`src/rtl/vga_pkg.sv`:
```
// vga_pkg: default 640x480@60 raster timing constants shared by the timing
// generator and the ball/paddle renderers, plus the derived line/frame totals
// and sync window positions.
//   Contents: timing localparams, derived totals, in_window() helper.
package vga_pkg;

  localparam int CLKS_PER_PIXEL = 2;

  localparam int ACTIVE_COLS = 640;
  localparam int H_FRONT     = 16;
  localparam int H_SYNC      = 96;
  localparam int H_BACK      = 48;

  localparam int ACTIVE_ROWS = 480;
  localparam int V_FRONT     = 10;
  localparam int V_SYNC      = 2;
  localparam int V_BACK      = 33;

  localparam int H_TOTAL = ACTIVE_COLS + H_FRONT + H_SYNC + H_BACK;
  localparam int V_TOTAL = ACTIVE_ROWS + V_FRONT + V_SYNC + V_BACK;

  // Sync windows are half-open: [start, end).
  localparam int H_SYNC_START = ACTIVE_COLS + H_FRONT;
  localparam int H_SYNC_END   = H_SYNC_START + H_SYNC;
  localparam int V_SYNC_START = ACTIVE_ROWS + V_FRONT;
  localparam int V_SYNC_END   = V_SYNC_START + V_SYNC;

  // True when lo <= pos < hi.
  function automatic logic in_window(input int pos, input int lo, input int hi);
    return (pos >= lo) && (pos < hi);
  endfunction

endpackage

```
`src/rtl/clk_en_div.sv`:
```
// clk_en_div: clock-enable divider. Produces a one-clk tick every DIV clocks.
// With DIV=1 the counter stays at 0 and tick is permanently high.
//   clk  in  system clock
//   rst  in  asynchronous active-high reset
//   tick out high on the last clk of each DIV-clk period
module clk_en_div #(
  parameter int DIV = 2
) (
  input  logic clk,
  input  logic rst,
  output logic tick
);

  localparam int W = (DIV > 1) ? $clog2(DIV) : 1;

  logic [W-1:0] div_r;

  assign tick = (div_r == W'(DIV - 1));

  // Period counter: wraps to 0 on tick (never leaves 0 when DIV=1).
  always_ff @(posedge clk or posedge rst) begin
    if (rst) begin
      div_r <= '0;
    end else if (tick) begin
      div_r <= '0;
    end else begin
      div_r <= div_r + W'(1);
    end
  end

endmodule

```
`src/rtl/vga_timing.sv`:
```
// vga_timing: raster timing generator for the pong display path.
// Horizontal/vertical counters advance on the pixel enable; all outputs are
// decoded from the current counter state and registered, so they lag the
// counters by one clk and always change together.
//   clk         in  system clock
//   rst         in  asynchronous active-high reset
//   hsync       out horizontal sync, active-low
//   vsync       out vertical sync, active-low
//   active      out inside the visible area
//   row, col    out visible position, forced to 0 during blanking
//   pix_tick    out last clk of each pixel period
//   frame_start out one-clk pulse on pixel (0,0)
module vga_timing
  import vga_pkg::*;
#(
  parameter int CLKS_PER_PIXEL = vga_pkg::CLKS_PER_PIXEL,
  parameter int ACTIVE_COLS    = vga_pkg::ACTIVE_COLS,
  parameter int H_FRONT        = vga_pkg::H_FRONT,
  parameter int H_SYNC         = vga_pkg::H_SYNC,
  parameter int H_BACK         = vga_pkg::H_BACK,
  parameter int ACTIVE_ROWS    = vga_pkg::ACTIVE_ROWS,
  parameter int V_FRONT        = vga_pkg::V_FRONT,
  parameter int V_SYNC         = vga_pkg::V_SYNC,
  parameter int V_BACK         = vga_pkg::V_BACK
) (
  input  logic                           clk,
  input  logic                           rst,
  output logic                           hsync,
  output logic                           vsync,
  output logic                           active,
  output logic [$clog2(ACTIVE_ROWS)-1:0] row,
  output logic [$clog2(ACTIVE_COLS)-1:0] col,
  output logic                           pix_tick,
  output logic                           frame_start
);

  localparam int H_TOT    = ACTIVE_COLS + H_FRONT + H_SYNC + H_BACK;
  localparam int V_TOT    = ACTIVE_ROWS + V_FRONT + V_SYNC + V_BACK;
  localparam int HS_START = ACTIVE_COLS + H_FRONT;
  localparam int HS_END   = HS_START + H_SYNC;
  localparam int VS_START = ACTIVE_ROWS + V_FRONT;
  localparam int VS_END   = VS_START + V_SYNC;
  localparam int HW       = $clog2(H_TOT);
  localparam int VW       = $clog2(V_TOT);
  localparam int RW       = $clog2(ACTIVE_ROWS);
  localparam int CW       = $clog2(ACTIVE_COLS);

  logic          tick;
  logic [HW-1:0] h_cnt_r;
  logic [VW-1:0] v_cnt_r;

  logic          hsync_s;
  logic          vsync_s;
  logic          active_s;
  logic [RW-1:0] row_s;
  logic [CW-1:0] col_s;
  logic          frame_start_s;

  clk_en_div #(
    .DIV (CLKS_PER_PIXEL)
  ) u_pix_div (
    .clk  (clk),
    .rst  (rst),
    .tick (tick)
  );

  // Raster position: h advances per pixel, v advances on the last pixel of a line.
  always_ff @(posedge clk or posedge rst) begin
    if (rst) begin
      h_cnt_r <= '0;
      v_cnt_r <= '0;
    end else if (tick) begin
      if (h_cnt_r == HW'(H_TOT - 1)) begin
        h_cnt_r <= '0;
        if (v_cnt_r == VW'(V_TOT - 1)) begin
          v_cnt_r <= '0;
        end else begin
          v_cnt_r <= v_cnt_r + VW'(1);
        end
      end else begin
        h_cnt_r <= h_cnt_r + HW'(1);
      end
    end else begin
      h_cnt_r <= h_cnt_r;
      v_cnt_r <= v_cnt_r;
    end
  end

  // Output decode from the current counter state.
  always_comb begin
    active_s      = (int'(h_cnt_r) < ACTIVE_COLS) && (int'(v_cnt_r) < ACTIVE_ROWS);
    hsync_s       = !in_window(int'(h_cnt_r), HS_START, HS_END);
    vsync_s       = !in_window(int'(v_cnt_r), VS_START, VS_END);
    frame_start_s = tick && (h_cnt_r == '0) && (v_cnt_r == '0);
    // Blanking forces position to zero so a stray compare cannot match.
    if (active_s) begin
      row_s = RW'(v_cnt_r);
      col_s = CW'(h_cnt_r);
    end else begin
      row_s = '0;
      col_s = '0;
    end
  end

  // Output register stage; everything lags the counters by exactly one clk.
  always_ff @(posedge clk or posedge rst) begin
    if (rst) begin
      hsync       <= 1'b1;
      vsync       <= 1'b1;
      active      <= 1'b0;
      row         <= '0;
      col         <= '0;
      pix_tick    <= 1'b0;
      frame_start <= 1'b0;
    end else begin
      hsync       <= hsync_s;
      vsync       <= vsync_s;
      active      <= active_s;
      row         <= row_s;
      col         <= col_s;
      pix_tick    <= tick;
      frame_start <= frame_start_s;
    end
  end

endmodule

```
`config.mk`:
```
export PLATFORM = sky130hd
export DESIGN_NAME = vga_timing
export DESIGN_NICKNAME = d
export VERILOG_FILES = /design/src/rtl/vga_pkg.sv /design/src/rtl/clk_en_div.sv /design/src/rtl/vga_timing.sv
export SDC_FILE = /design/constraint.sdc
export NUM_CORES = 1
export LEC_CHECK = 0
export ABC_AREA = 0
export ABC_CLOCK_PERIOD_IN_PS = 2430
export CAP_MARGIN = 10
export CORE_ASPECT_RATIO = 1.2
export CORE_MARGIN = 2
export CORE_UTILIZATION = 57
export DETAILED_ROUTE_END_ITERATION = 7
export PLACE_DENSITY = 0.8
export SLEW_MARGIN = 20
export SYNTH_ARGS = -nofsm -noshare
export SYNTH_HDL_FRONTEND = slang
export SYNTH_SLANG_ARGS = --single-unit
```
`constraint.sdc`:
```
create_clock -name clk -period 2.43 [get_ports clk]
set_input_delay 0.486 -clock clk [delete_from_list [all_inputs] [get_ports clk]]
set_output_delay 0.486 -clock clk [all_outputs]
set_load 0.05 [all_outputs]
```
==> metrics <==
global-route wire length before repair 6.230 mm; Arrival @ worst endpoint 1610 ps; final-report hold violation count 0; Post-synth EDFFs 0; Clk network pwr share 41.9%; die span in x between 50 and 60 µm; number of synthesized register bits 45; fraction of layout cells with a size suffix above 1 8.205%; # rows 23; TNS Setup 0 ps; Final Max Tran Viols 0; Total GRT Usage 21.43%; CP Buf/Inv Count 1; CTS Buffer Depth 2; Die H 67.40 µm; Peak supply drop 481.1 µV; drt via density approximately 6.0; number of global-route vias before repair ~1,400; ANT cells 0; initial drt markers approximately 50; die area 3831 µm²; worst-path fanout max 1; Layout area overhead 19.46%; Psw 259.1 µW; RSZ-0062 raised after global routing false; PwrDens roughly 580 nW/µm²; kind of critical path reg -> out; Post-Synthesis Cells 167; count leader, synth dfrtp_1; Max-Cap Viols 0; power share of the combinational group 1.2%; drt first pass iters 5; Yosys top cell area share 56.36%; Worst-Skew Late Latency around 300 ps; H-tree depth 2; GR Overflow Total 0; status finished clean; Final Instance Area 2281 µm²; clk_skew 9.060 ps; Synth Area in Simple Gates 21.76%; Compound-Gate Fraction of Synth Area 6.684%; pin count of the biggest net entering global routing 46; P_int 1.056 mW; routability cong. 0.8056; Core Area between 3000 and 4000 µm²; # clock sinks 45; Top FF cell, synth dfrtp_1; asr flop ratio synth 100.0%; Yosys top cell by area dfrtp_1; drt wl/cell 15.74 µm; TritonCTS buffer count 5; synth top area cells dfrtp_1 (56%), and2_1 (4.9%), xnor2_1 (4.1%); multiplexer share of the synthesized area 1.114%; CTS clk-pin slew, worst paths 80 ps; Post-CTS Resized 0; via count approximately 1,400; Final period util a little under 90%; main combinational cell family by area after synthesis simple AND/OR/NAND/NOR gates; Yosys warnings 0; slew at the pin closest to its max-slew limit ~530 ps; crit path time final about 2100 ps; Setup Buffers After CTS 0; CP Capture Type output pin; Yosys cell types 36; CP peak stage delay 790 ps; placed wire-length estimate 2.486 mm; Remaining DRCs 0; Seq/Total Area, Yosys ~59%; Slew headroom 64.45%; worst hold-check path type reg -> reg; leakage power around 1.0 nW; Net Count, Synth 173; CP max-delay cell clkdlybuf4s50_1; post-synthesis xor/xnor area fraction 5.046%; initial antenna violation count 0; CTS tree built; CP startpoint kind register; Top Family by Delay on Critical Path buffers and inverters; Routed Antenna Nets 0; Initial Util 58.20%; # IOs 26; CTS Root Cell clkbuf_8; Post-CTS Hold Buffers 0; sequential share of power 56.9%; CP cell instances clkdlybuf4s50_1; setup violators final 0; Post-Synth Adder-Cell Area 2.621%; Post-Route WL 3.651 mm; Critical Path RT 1940 ps; Post-Syn Area approximately 1900 µm²; list of most frequent post-synthesis cells dfrtp_1 (43), and2_1 (15), nor2_1 (11); nets@finish 200; Buffers on Ports 25; Area after DPL 2173 µm²; syn_area_per_cell 11.43 µm²; f_max 476.2 MHz; Switching Share between 10% and 20%
## sequential cells by signal, summed over array words and instances, names as in the netlist
name            flops
u_pix_div.tick      1
vsync               1
row                 9
col                10
pix_tick            1
active              1
v_cnt_r            10
frame_start         1
h_cnt_r            10
hsync               1
## per-layer routing
layer | routed length, µm | GRT usage, % | part of all wire, % | vias up
met5 | 0 | 0 | 0 | -
met4 | 59 | 10.17 | 1.6 | 0
met3 | 246 | 5.556 | 6.7 | 8
met2 | 1874 | 36.77 | 51 | 73
met1 | 1470 | 25.38 | 40 | 671
li1 | - | - | - | 631
## path summary, 6_finish.rpt
path | from | to | slack, ps | depth (start not counted)
max reg2reg | h_cnt_r[0] | v_cnt_r[8] | 620 | 5
max in group asynchronous | rst | vsync | 1430 | 3
min in group asynchronous | rst | row[5] | 620 | 3
min reg2reg | h_cnt_r[6] | h_cnt_r[6] | 560 | 1
min | h_cnt_r[6] | h_cnt_r[6] | 560 | 1
max | vsync | vsync | 330 | 1
## cells in the final DEF (no fill, tap or decap), drive strengths merged, types with 3 or more instances in the layout
cell type	synthesis	layout
dfrtp	43	43
nor2	11	11
and4	3	3
inv	6	6
and2	15	15
nand2	10	10
nor3	5	5
xnor2	9	9
ha	4	4
clkdlybuf4s50	0	25
and3	4	4
o21ai	10	10
nand4	8	8
nand3	7	7
o31ai	3	3
clkbuf	1	6
## through the flow
| stage | hold slack (ps) | cells | utilization [%] | setup slack (ps) | power (mW) |
|---|---|---|---|---|---|
| finish | 555.6 | 232 | 69.53 | 329.9 | 1.315 |
| global route | 570.9 | 232 | 69.53 | 289.5 | 1.358 |
| CTS | 553.2 | 232 | 69.53 | 319.1 | 1.320 |
| detailed placement | 542.3 | 224 | 66.25 | 642.0 | 0.7805 |
| global placement | 518.2 | 224 | 66.25 | 665.7 | 0.7797 |
| floorplan | 354.8 | 167 | - | 883.1 | 0.7740 |
## cells by family (layout without fill, tap and decap cells)
family,after synthesis,in the layout
simple gates,72,72
xor+xnor,11,11
mux,2,2
fa+ha+maj,4,4
buf+inv,13,41
flops,45,45
compound gates,20,20
## layout make-up
cell class,count,area (µm²)
multi-input cells,109,710.7
clock inverters,2,35.03
repair buffers,27,265.3
well taps,37,46.29
fillers,257,999.7
inverters,6,22.52
flip-flops and latches,45,1129
clock buffers,6,72.57
## power groups by stage
stage	sequential, mW	clock, mW	combinational (mW)
floorplan	0.763	0	0.0109
global placement	0.763	0	0.0166
detailed placement	0.763	0	0.0174
CTS	0.748	0.554	0.0175
global route	0.748	0.590	0.0198
finish	0.748	0.551	0.0161
Power figures use the tool's default switching activity.
